==> src/rtl/rf_wb_arbiter.sv <==
// Write-back arbiter for the shared register-file write port, with a
// pending-write scoreboard that stalls decode on RAW/WAW hazards.
module rf_wb_arbiter #(
    parameter int DATA_W   = 32,
    parameter int ADDR_W   = 5,
    parameter int NUM_REGS = 32
) (
    input  logic                clk,
    input  logic                reset,
    input  logic                issue_valid,
    input  logic [ADDR_W-1:0]   issue_rd,
    input  logic [ADDR_W-1:0]   issue_rs1,
    input  logic [ADDR_W-1:0]   issue_rs2,
    output logic                stall,
    input  logic                req0_valid,
    input  logic [ADDR_W-1:0]   req0_addr,
    input  logic [DATA_W-1:0]   req0_data,
    output logic                req0_ready,
    input  logic                req1_valid,
    input  logic [ADDR_W-1:0]   req1_addr,
    input  logic [DATA_W-1:0]   req1_data,
    output logic                req1_ready,
    output logic                wb_en,
    output logic [ADDR_W-1:0]   wb_addr,
    output logic [DATA_W-1:0]   wb_data,
    output logic [NUM_REGS-1:0] busy_mask
);

    if (NUM_REGS != (1 << ADDR_W)) begin : g_bad_num_regs
        $error("rf_wb_arbiter: NUM_REGS must equal 2**ADDR_W");
    end

    logic                last_grant;   // 1 = requester 1 won most recently
    logic                grant_any;
    logic [ADDR_W-1:0]   grant_addr;
    logic [DATA_W-1:0]   grant_data;
    logic                issue_accept;
    logic [NUM_REGS-1:0] busy_next;

    // Round-robin: on contention the requester that did not win last time goes.
    assign req0_ready = req0_valid & (~req1_valid | last_grant);
    assign req1_ready = req1_valid & (~req0_valid | ~last_grant);
    assign grant_any  = req0_ready | req1_ready;
    assign grant_addr = req1_ready ? req1_addr : req0_addr;
    assign grant_data = req1_ready ? req1_data : req0_data;

    // r0 never has a pending write, so it never causes a hazard.
    assign stall = issue_valid & ((busy_mask[issue_rs1] & (issue_rs1 != '0)) |
                                  (busy_mask[issue_rs2] & (issue_rs2 != '0)) |
                                  (busy_mask[issue_rd]  & (issue_rd  != '0)));
    assign issue_accept = issue_valid & ~stall;

    // NOTE: every signal assigned in always_comb gets a default first, so no path leaves it unassigned and no latch is inferred.
    always_comb begin
        busy_next = busy_mask;
        if (grant_any) begin
            busy_next[grant_addr] = 1'b0;
        end
        // Applied after the clear so a same-edge issue to the granted register stays pending.
        if (issue_accept) begin
            busy_next[issue_rd] = 1'b1;
        end
        busy_next[0] = 1'b0;
    end

    // NOTE: state registers use non-blocking assignments so every flop samples pre-edge values regardless of statement order.
    always_ff @(posedge clk or posedge reset) begin
        if (reset) begin
            last_grant <= 1'b1;
            wb_en      <= 1'b0;
            wb_addr    <= '0;
            wb_data    <= '0;
            busy_mask  <= '0;
        end else begin
            busy_mask <= busy_next;
            wb_en     <= grant_any & (grant_addr != '0);
            if (grant_any) begin
                last_grant <= req1_ready;
                wb_addr    <= grant_addr;
                wb_data    <= grant_data;
            end
        end
    end

endmodule

==> config.mk <==
export PLATFORM = sky130hd
export DESIGN_NAME = rf_wb_arbiter
export DESIGN_NICKNAME = d
export VERILOG_FILES = /design/src/rtl/rf_wb_arbiter.sv
export SDC_FILE = /design/constraint.sdc
export NUM_CORES = 1
export LEC_CHECK = 0
export CAP_MARGIN = 20
export CORE_MARGIN = 2
export CORE_UTILIZATION = 45
export CTS_CLUSTER_DIAMETER = 60
export DETAILED_ROUTE_END_ITERATION = 10
export PLACE_DENSITY_LB_ADDON = 0.15
export SETUP_SLACK_MARGIN = 0.5
export SYNTH_ARGS = -nofsm -noshare
export SYNTH_HDL_FRONTEND = slang
export SYNTH_SLANG_ARGS = --single-unit
==> constraint.sdc <==
create_clock -name clk -period 6.8 [get_ports clk]
set_input_delay 1.36 -clock clk [delete_from_list [all_inputs] [get_ports clk]]
set_output_delay 1.36 -clock clk [all_outputs]
set_load 0.02 [all_outputs]
==> metrics <==
GRT overflow 0; Mapped Cells 468; TNS Setup 0 ns; # diodes 0; detailed-route via count approximately 4400; CTS sink count 70; post-synthesis cell type count between 40 and 50; GRT Total Usage 0.282; crit path max fanout 15; layout cell share with drive strength beyond 1 0.111; CP arrival about 4.6 ns; clk_lat worst skew 0.35 ns; vias in the first global route 4392; register bit total from synthesis 70; Site Rows 36; Worst-Margin Slew ~0.90 ns; Final Hold Viols 0; Post-CTS Resized 0; Post-DP Area 6080 um^2; cell area after synthesis between 4000 and 5000 um^2; top cell type's share of synthesized area 0.392; post-CTS setup buffers 0; Max transition margin 0.401; full die area 10600 um^2; worst path cell trace clkdlybuf4s50_1 -> buf_4 -> mux2i_1 -> o32a_1 -> o22ai_1 -> nor4_1 -> or4b_1 -> and2_1 -> clkdlybuf4s50_1; synthesis-to-layout area growth 42.9%; Peak supply drop roughly 0.00012 V; post-DP HPWL between 10 and 15 mm; Final Cell Area 6290 um^2; cells taking the most area after synthesis dfrtp_1, mux2_2, mux2i_1; PD cells 264 nW/um^2; initial antenna violation count 0; Worst Setup End Kind primary output; Synth Flop Type dfrtp_1; cts hold-fix bufs 0; clock root cell clkbuf_8; Tmin final roughly 6 ns; CP max stage delay 1.00 ns; number of H-tree levels 3; DRC 0; Top Usage Layer GRT met2; number of buffers created by CTS 9; Min-Delay Path Class reg -> reg; Worst-path clk slew 0.07 ns; Die Ht roughly 100 um; CP max stage cell clkdlybuf4s50_1; WP buf/inv 3; count leader, synth nor2_1; core area 9640 um^2; number of I/O pins between 150 and 200; number of flops mapped to enable cells by yosys 0; setup ws final 0.849 ns; drt pass-1 iters 6; wire length per cell a little under 20 um; Die X 103 um; Starting Density 0.457; RSZ-0062 raised after global routing false; Finish-stage setup viols 0; synth cell count leaders nor2_1, dfrtp_1, o21ai_0; largest net degree at the start of global routing 71; Mean Syn Cell Area ~9.4 um^2; maxcap violations 0; fmax 168 MHz; routability cong. 0.901; CTS tree built; Top delay family on crit path buffers and inverters; max-slew violations 0; M3 GR Usage 0.0902; Final nets 708; Leak Pwr approximately 2.5 nW; Worst EP required about 5.4 ns; Warnings, synthesis 0; crit path launch type input pin; CP Class in -> out; ys async rst share 1.00; first-pass GRT wire length 22.7 mm; Antenna Nets Post-Route 0; worst slack, placed 0.872 ns; cell accounting for the most synthesized area dfrtp_1; Tcrit/Tclk final 0.875; Seq/Total Area, Yosys 0.398; Syn Nets 562; Max clock buf depth 2; Via-to-Cell Ratio 5.88; final wirelength 14.6 mm; DR iter-0 viols 230; PortBufs about 170; met2 Resource Use GR 0.461; status finished, final reports clean; CP most frequent cell clkdlybuf4s50_1; Max Clock Skew 0.0115 ns; grt met1 use 0.350
==> sequential cells by signal, summed over array words and instances, names as in the netlist <==
register    count
busy_mask      31
wb_en           1
wb_data        32
wb_addr         5
last_grant      1
==> worst reg2reg max path, cell delays in order (launching register included) <==
cell and delay [ns]:
dfrtp_1 0.44, mux2_2 0.28, o311ai_0 0.31, a311oi_1 0.11, nor4_1 0.32, or4b_1 0.50, buf_4 0.26, o31ai_1 0.33
==> final cells by class <==
class	instances	area (um^2)
inverters	9	33.8
repair buffers	172	1700
fillers	829	3350
clock buffers	11	151
flip-flops and latches	70	1750
clock inverters	5	57.6
well taps	133	166
multi-input cells	352	2430
==> worst paths after layout <==
kind                            cells after the start  slack [ns]           from            end
worst max-delay path                                9        0.85    issue_rd[1]          stall
worst min-delay path                                2        0.51     last_grant     last_grant
worst max register to register                      7        4.15  busy_mask[24]  busy_mask[19]
worst min register to register                      2        0.51     last_grant     last_grant
max in group asynchronous                           3        4.61          reset    wb_data[26]
min in group asynchronous                           3        1.57          reset  busy_mask[17]
==> cells in the final DEF, fill, tap and decap left out, drive strengths merged, types with 9 or more instances in the layout <==
| cell | count |
|---|---|
| clkdlybuf4s50 | 165 |
| nor2 | 77 |
| dfrtp | 69 |
| o21ai | 35 |
| o22ai | 34 |
| o31ai | 33 |
| mux2 | 32 |
| nand2 | 29 |
| mux2i | 29 |
| nand3b | 14 |
| clkbuf | 11 |
| mux4 | 9 |
==> cell families (layout without fill, tap and decap cells) <==
kind of cell / count (synthesis) / count (layout) / synth area share
AND/OR/NAND/NOR: 156 / 156 / 0.166
AO/OA/AOI/OAI: 125 / 125 / 0.189
multiplexers: 70 / 70 / 0.196
flip-flops: 70 / 70 / 0.398
buffers and inverters: 46 / 197 / 0.0509
other: 1 / 1 / 0.000852
==> stage by stage <==
| stage | hold slack [ns] | total power, mW | utilization | instances |
|---|---|---|---|---|
| floorplan | 0.453 | 0.974 | - | 468 |
| global placement | 0.466 | 1.30 | 0.631 | 736 |
| detailed placement | 0.488 | 1.32 | 0.631 | 736 |
| CTS | 0.513 | 1.67 | 0.653 | 752 |
| global route | 0.572 | 1.75 | 0.653 | 752 |
| finish | 0.508 | 1.66 | 0.653 | 752 |
==> metal layers <==
metal,wire (um),up-vias
met5,0,-
met4,353,0
met3,1340,37
met2,7190,206
met1,5760,2147
li1,-,2034
==> power breakdown <==
part	internal (mW)	switching [mW]	total (mW)
registers	0.505	0.121	0.626
clock network	0.189	0.163	0.351
logic	0.342	0.344	0.686
total	1.04	0.628	1.66
No activity file was read; power rests on OpenSTA's default activity.
